`config.mk`:
```
export PLATFORM = sky130hd
export DESIGN_NAME = streaming_result_accumulator
export DESIGN_NICKNAME = d
export VERILOG_FILES = /design/src/rtl/streaming_result_accumulator.sv
export SDC_FILE = /design/constraint.sdc
export NUM_CORES = 1
export LEC_CHECK = 0
export ABC_AREA = 1
export BUFFER_PORTS_ARGS = -buffer_cell sky130_fd_sc_hd__buf_2
export CAP_MARGIN = 20
export CORE_MARGIN = 2
export CORE_UTILIZATION = 55
export CTS_CLUSTER_SIZE = 14
export DETAILED_ROUTE_END_ITERATION = 6
export GPL_TIMING_DRIVEN = 0
export PLACE_DENSITY = 0.75
export SETUP_SLACK_MARGIN = 0.5
export SLEW_MARGIN = 20
export SYNTH_ARGS = -nofsm -noshare
export SYNTH_HDL_FRONTEND = slang
export SYNTH_SLANG_ARGS = --single-unit
```
`constraint.sdc`:
```
create_clock -name clk -period 4.7 [get_ports clk]
set_input_delay 0.94 -clock clk [delete_from_list [all_inputs] [get_ports clk]]
set_output_delay 0.94 -clock clk [all_outputs]
set_load 0.02 [all_outputs]
```
`src/rtl/streaming_result_accumulator.sv`:
```
// rtl/streaming_result_accumulator.sv - per-top accumulator of 2^connectCount and valid-slot count
//
// Consumes one result slot per clock (no backpressure). It sums 2^connectCount
// and counts the valid slots of each top. On the last slot of a top it emits one
// result word with a one-cycle sumValid pulse, three cycles after that slot.
//
// Optional feature macro: RESULT_ACCUMULATOR_OVERFLOW_CHECK_EN
//   defined   : overflow is a sticky per-top flag. It is set by a carry out of the
//               sum add, or by a valid slot whose count is outside the accumulator.
//   undefined : overflow is tied to 0 and out-of-range counts add nothing.
//
// Ports:
//   clk, rst      clock, asynchronous active-low reset
//   resultValid   slot carries a valid bot result
//   connectCount  connected-component count of the slot
//   resultIsLast  slot closes the current top (honoured even when not valid)
//   topTagIn      tag of the current top, captured on the last slot
//   eccIn         ECC error pulse from the upstream core
//   sumValid      one-cycle pulse qualifying sumOut/countOut/tagOut/eccOut/overflow
//   sumOut        sum of 2^connectCount over the valid slots of the top
//   countOut      number of valid slots in the top
//   tagOut        tag captured on the last slot
//   eccOut        OR of eccIn over the slots of the top
//   overflow      per-top overflow flag (0 when the feature is not built)
module streaming_result_accumulator #(
  parameter int ACC_WIDTH   = 64,
  parameter int COUNT_WIDTH = 32,
  parameter int TAG_WIDTH   = 8
) (
  input  logic                   clk,
  input  logic                   rst,
  input  logic                   resultValid,
  input  logic [5:0]             connectCount,
  input  logic                   resultIsLast,
  input  logic [TAG_WIDTH-1:0]   topTagIn,
  input  logic                   eccIn,
  output logic                   sumValid,
  output logic [ACC_WIDTH-1:0]   sumOut,
  output logic [COUNT_WIDTH-1:0] countOut,
  output logic [TAG_WIDTH-1:0]   tagOut,
  output logic                   eccOut,
  output logic                   overflow
);

  localparam logic [ACC_WIDTH-1:0] ONE = {{(ACC_WIDTH-1){1'b0}}, 1'b1};

  // Stage 0: registered inputs
  logic                 r0_valid;
  logic [5:0]           r0_count;
  logic                 r0_last;
  logic [TAG_WIDTH-1:0] r0_tag;
  logic                 r0_ecc;

  // Stage 1: decoded addend plus the control fields carried along
  logic [ACC_WIDTH-1:0] r1_addend;
  logic                 r1_valid;
  logic                 r1_last;
  logic [TAG_WIDTH-1:0] r1_tag;
  logic                 r1_ecc;

  // Stage 2: running per-top state and the output word
  logic [ACC_WIDTH-1:0]   r_acc;
  logic [COUNT_WIDTH-1:0] r_cnt;
  logic                   r_ecc_acc;
  logic                   r_sum_valid;
  logic [ACC_WIDTH-1:0]   r_sum_out;
  logic [COUNT_WIDTH-1:0] r_count_out;
  logic [TAG_WIDTH-1:0]   r_tag_out;
  logic                   r_ecc_out;

  logic                   w_in_range;
  logic [ACC_WIDTH-1:0]   w_sum;
  logic [COUNT_WIDTH-1:0] w_cnt;
  logic                   w_ecc;

  // Counts at or above the accumulator width have no bit to land in.
  assign w_in_range = ({26'd0, r0_count} < ACC_WIDTH);
  assign w_cnt      = r_cnt + {{(COUNT_WIDTH-1){1'b0}}, r1_valid};
  assign w_ecc      = r_ecc_acc | r1_ecc;

`ifdef RESULT_ACCUMULATOR_OVERFLOW_CHECK_EN
  logic                 r1_oor;
  logic                 r_ovf_acc;
  logic                 r_overflow;
  logic [ACC_WIDTH:0]   w_sum_ext;
  logic                 w_ovf;

  assign w_sum_ext = {1'b0, r_acc} + {1'b0, r1_addend};
  assign w_sum     = w_sum_ext[ACC_WIDTH-1:0];
  assign w_ovf     = r_ovf_acc | w_sum_ext[ACC_WIDTH] | r1_oor;
  assign overflow  = r_overflow;

  always_ff @(posedge clk or negedge rst) begin
    if (!rst) begin
      r1_oor     <= 1'b0;
      r_ovf_acc  <= 1'b0;
      r_overflow <= 1'b0;
    end else begin
      r1_oor <= r0_valid & ~w_in_range;
      // Sticky within a top, reported with the word and cleared for the next top.
      r_ovf_acc <= r1_last ? 1'b0 : w_ovf;
      if (r1_last) begin
        r_overflow <= w_ovf;
      end
    end
  end
`else
  assign w_sum    = r_acc + r1_addend;
  assign overflow = 1'b0;
`endif

  always_ff @(posedge clk or negedge rst) begin
    if (!rst) begin
      r0_valid    <= 1'b0;
      r0_count    <= '0;
      r0_last     <= 1'b0;
      r0_tag      <= '0;
      r0_ecc      <= 1'b0;
      r1_addend   <= '0;
      r1_valid    <= 1'b0;
      r1_last     <= 1'b0;
      r1_tag      <= '0;
      r1_ecc      <= 1'b0;
      r_acc       <= '0;
      r_cnt       <= '0;
      r_ecc_acc   <= 1'b0;
      r_sum_valid <= 1'b0;
      r_sum_out   <= '0;
      r_count_out <= '0;
      r_tag_out   <= '0;
      r_ecc_out   <= 1'b0;
    end else begin
      r0_valid <= resultValid;
      r0_count <= connectCount;
      r0_last  <= resultIsLast;
      r0_tag   <= topTagIn;
      r0_ecc   <= eccIn;

      r1_addend <= (r0_valid && w_in_range) ? (ONE << r0_count) : '0;
      r1_valid  <= r0_valid;
      r1_last   <= r0_last;
      r1_tag    <= r0_tag;
      r1_ecc    <= r0_ecc;

      // Clearing on the last slot lets the next slot start a fresh top with no bubble.
      r_acc       <= r1_last ? '0 : w_sum;
      r_cnt       <= r1_last ? '0 : w_cnt;
      r_ecc_acc   <= r1_last ? 1'b0 : w_ecc;
      r_sum_valid <= r1_last;
      if (r1_last) begin
        r_sum_out   <= w_sum;
        r_count_out <= w_cnt;
        r_tag_out   <= r1_tag;
        r_ecc_out   <= w_ecc;
      end
    end
  end

  assign sumValid = r_sum_valid;
  assign sumOut   = r_sum_out;
  assign countOut = r_count_out;
  assign tagOut   = r_tag_out;
  assign eccOut   = r_ecc_out;

endmodule

```
==> results.md <==
| Item | This run | Unit |
|---|---|---|
| Run status | finished, final reports clean | - |
| Largest voltage drop on the vdd net | 0.000311 | V |
| Synth area leaders | dfrtp_1 46%, nand2_1 19%, inv_1 8.3%, nor2_1 6.7%, ha_1 5.0% | - |
| Number of CTS-inserted buffers | 31 | - |
| Post-cts resize count | 0 | - |
| Minimum period implied by the final worst setup slack | 2.69 | ns |
| Most numerous cell on the critical path | nand2_1 | - |
| Cell taking the most area after synthesis | dfrtp_1 | - |
| Relative slew slack | 31.1 | % |
| Layout Nets | 2485 | - |
| Critical path arrival | 3.17 | ns |
| Count of standard-cell rows | 62 | - |
| Tightest Hold Check Type | in -> async | - |
| Netlist area before placement | 0.0162 | mm2 |
| Width of the die | 175 | um |
| Area delta synth->final | 13.9 | % |
| Router iterations before antenna repair | 5 | - |
| Setup repair after global routing missed its margin | false | - |
| Grt total ovfl | 0 | - |
| Final hold viol count | 0 | - |
| Global-route total usage across every layer | 31.4 | % |
| Share of the core filled with cells | 63.8 | % |
| Capturing element type of the critical path | flip-flop | - |
| Sequential share of the synthesized area | 45.7 | % |
| Worst Skew | 0.0168 | ns |
| Reg-to-reg startpoint | r1_addend[0] | - |
| Die H | 175 | um |
| Clock-pin slew on the worst setup and hold paths | 0.06 | ns |
| Remaining antenna violation count after routing | 0 | - |
| Share of the clock period used by the worst path after layout | 57.3 | % |
| Mean routed wirelength per cell | 16.9 | um |
| Count of flip-flops with a built-in enable after synthesis | 0 | - |
| Final Max Slew Viols | 0 | - |
| Commonest register cell after synthesis | dfrtp_1 | - |
| Final non-filler cell area | 0.0184 | mm2 |
| Power consumption | 5.40 | mW |
| Fraction of final layout cells with drive strength greater than 1 | 8.87 | % |
| Number of buffers inserted by post-CTS setup repair | 0 | - |
| Post-synthesis sequential element count | 295 | - |
| Layout fillers | 2622 | - |
| Slowest cell on the critical path | fa_1 | - |
| Post-DP HPWL | 37500 | um |
| Clock tree sinks | 295 | - |
| Port buffer count | 124 | - |
| Placeable core region | 0.0289 | mm2 |
| Clock latency of the later-clocked register in the worst-skew pair | 0.59 | ns |
| Post-DP Area | 0.0174 | mm2 |
| Sequence of cells on the critical path | ha_1 -> inv_1 -> fa_1 -> inv_1 -> nand3_1 -> nand2_2 -> nand2_1 -> nand2_1 -> nand2_1 -> nand2_1 -> nand2_1 -> nand2_2 -> nand2_1 -> nand2_1 -> nand2_1 -> nand3_1 -> nand2_1 | - |
| Critical path launch point | r1_addend[0] | - |
| Routed Wire Length | 47600 | um |
| Area of the die | 0.0308 | mm2 |
| Global placer's final weighted congestion | 1.01 | - |
| Starting utilization of the core area | 56.0 | % |
| Number of buffers added to fix hold violations after cts | 0 | - |
| Number of nets produced by synthesis | 2325 | - |
| Maximum number of pins on one net before global-route repair | 94 | - |
| Transition time of the tightest slew-check pin | 1.03 | ns |
| Via count of the first global-routing pass | 14100 | - |
| Global-route wire length before repair | 74800 | um |
| Power density cells | 293 | mW/mm2 |
| Post-Place Cells | 2751 | - |
| Dominant cell by count in the synthesized netlist | nand2_1 | - |
| Final std cells w/o fill | 2809 | - |
| Leading post-synthesis cells by instance count | 816 x nand2_1, 358 x inv_1, 295 x dfrtp_1 | - |
| Total of warnings raised by yosys | 0 | - |
| Post-synthesis async set-or-reset flop share | 100 | % |
| Cell at the root of the clock tree | clkbuf_16 | - |
| Reg2Reg Setup Slack | 2.01 | ns |
| Max stage delay on crit path | 0.41 | ns |
| Max Freq | 371 | MHz |
| Synth Area per Inst | 7.22 | um2 |
| Max-cap violation count | 0 | - |
| Initial detailed-routing violation count | 1415 | - |
| Initial antenna violation count | 2 | - |
| Number of vias per cell | 5.19 | - |
| Clock buffer depth | 3 | - |
| Launching element type of the critical path | flip-flop | - |
| Total via count in the routed design | 14600 | - |
| Count of final setup violators | 0 | - |
| Ports placed on the boundary | 126 | - |
| Post-detailed-route DRC marker count | 0 | - |
| Synthesized instance count | 2240 | - |
| Worst Path Required | 5.18 | ns |
| Static leakage | 10.5 | nW |
| Fraction of post-synthesis cell area in the top cell type by area | 45.7 | % |
| Count of different cell masters after synthesis | 32 | - |
| Top fanout value on the critical path | 4 | - |
| CTS tree | built | - |
| Number of levels the H-tree was split into | 1 | - |
| Crit Path Class | reg -> reg | - |
flip-flops by register name, summed over array words and instances (netlist names):
name / count
countOut: 32
eccOut: 1
r0_count: 6
r0_ecc: 1
r0_last: 1
r0_tag: 8
r0_valid: 1
r1_addend: 64
r1_ecc: 1
r1_last: 1
r1_tag: 8
r1_valid: 1
r_acc: 64
r_cnt: 32
r_ecc_acc: 1
sumOut: 64
sumValid: 1
tagOut: 8
per-layer routing:
metal,global-route usage (%),up-vias,share of wire [%]
met4,11.7,2,4.3
li1,-,7134,-
met2,50.6,555,45
met3,5.43,112,7.8
met1,42.9,6782,43
met5,0,-,0.025
cell usage in the layout (no fill, tap or decap), types with 4 or more instances in the layout:
master | synthesis | final
ha_1 | 65 | 65
a21oi_1 | 40 | 40
nand3_1 | 80 | 80
nor4_1 | 4 | 4
xor2_1 | 25 | 25
o21ai_0 | 58 | 58
dfrtp_1 | 295 | 295
buf_1 | 10 | 10
clkbuf_16 | 0 | 31
nor2_4 | 4 | 4
nand3b_1 | 9 | 9
clkinv_2 | 0 | 4
nand4_1 | 39 | 39
o21ai_1 | 14 | 14
nand2_1 | 816 | 816
xnor2_1 | 31 | 31
nor3_2 | 4 | 4
nand3_2 | 6 | 6
inv_1 | 358 | 358
nor2_2 | 4 | 4
nor3_1 | 24 | 24
nand2_2 | 11 | 11
clkbuf_1 | 37 | 41
clkbuf_8 | 0 | 9
nor2_1 | 287 | 287
and2_1 | 7 | 7
buf_2 | 0 | 123
report_power, final:
part | switching (mW) | total (mW) | leakage (nW) | internal, mW
combinational | 0.200 | 0.259 | 5.93 | 0.0591
clock | 1.07 | 2.54 | 0.519 | 1.47
sequential | 0.0205 | 2.60 | 4.03 | 2.58
kinds of logic after synthesis:
family | synth area share [%]
compound gates | 3.72
xor+xnor | 3.03
fa+ha+maj | 5.16
buf+inv | 9.48
flops | 45.7
other cells | 0.0232
simple gates | 32.9
layout make-up:
class                           instances  area (um2)  share of cell area, %
Clock buffer                           44         915                   4.97
Inverter                              359        1350                   7.32
Clock inverter                         12         141                  0.768
Tap cell                              384         480                   2.61
Multi-Input combinational cell       1538        7250                   39.4
Sequential cell                       295        7380                   40.1
Buffer                                 48         184                  0.999
Timing Repair Buffer                  127         713                   3.87
Antenna cell                            2        5.00                 0.0272
final timing paths:
kind                              endpoint  depth (start not counted)
worst max-delay path            sumOut[62]                         17
worst min-delay path            sumOut[29]                          1
worst max register to register  sumOut[62]                         17
worst min register to register   r1_tag[7]                          0
max in group asynchronous        r_cnt[18]                          3
min in group clk                 r1_tag[7]                          0
through the flow:
step	setup slack [ns]	hold slack, ns	TNS (ns)
2_1_floorplan	2.74	0.331	0
3_3_place_gp	-2.65	0.331	-766.69
3_5_place_dp	2.12	0.337	0
4_1_cts	2.10	0.299	0
5_1_grt	1.85	0.333	0
6_report	2.01	0.282	0
worst max-delay path: cells and delay by family (launching register included):
kind | cells | cell delay (ns)
buffers and inverters | 2 | 0.16
adders and majority gates | 2 | 0.61
and+or+nand+nor | 13 | 1.48
DFF | 1 | 0.33
No activity file was read; power rests on OpenSTA's default activity.
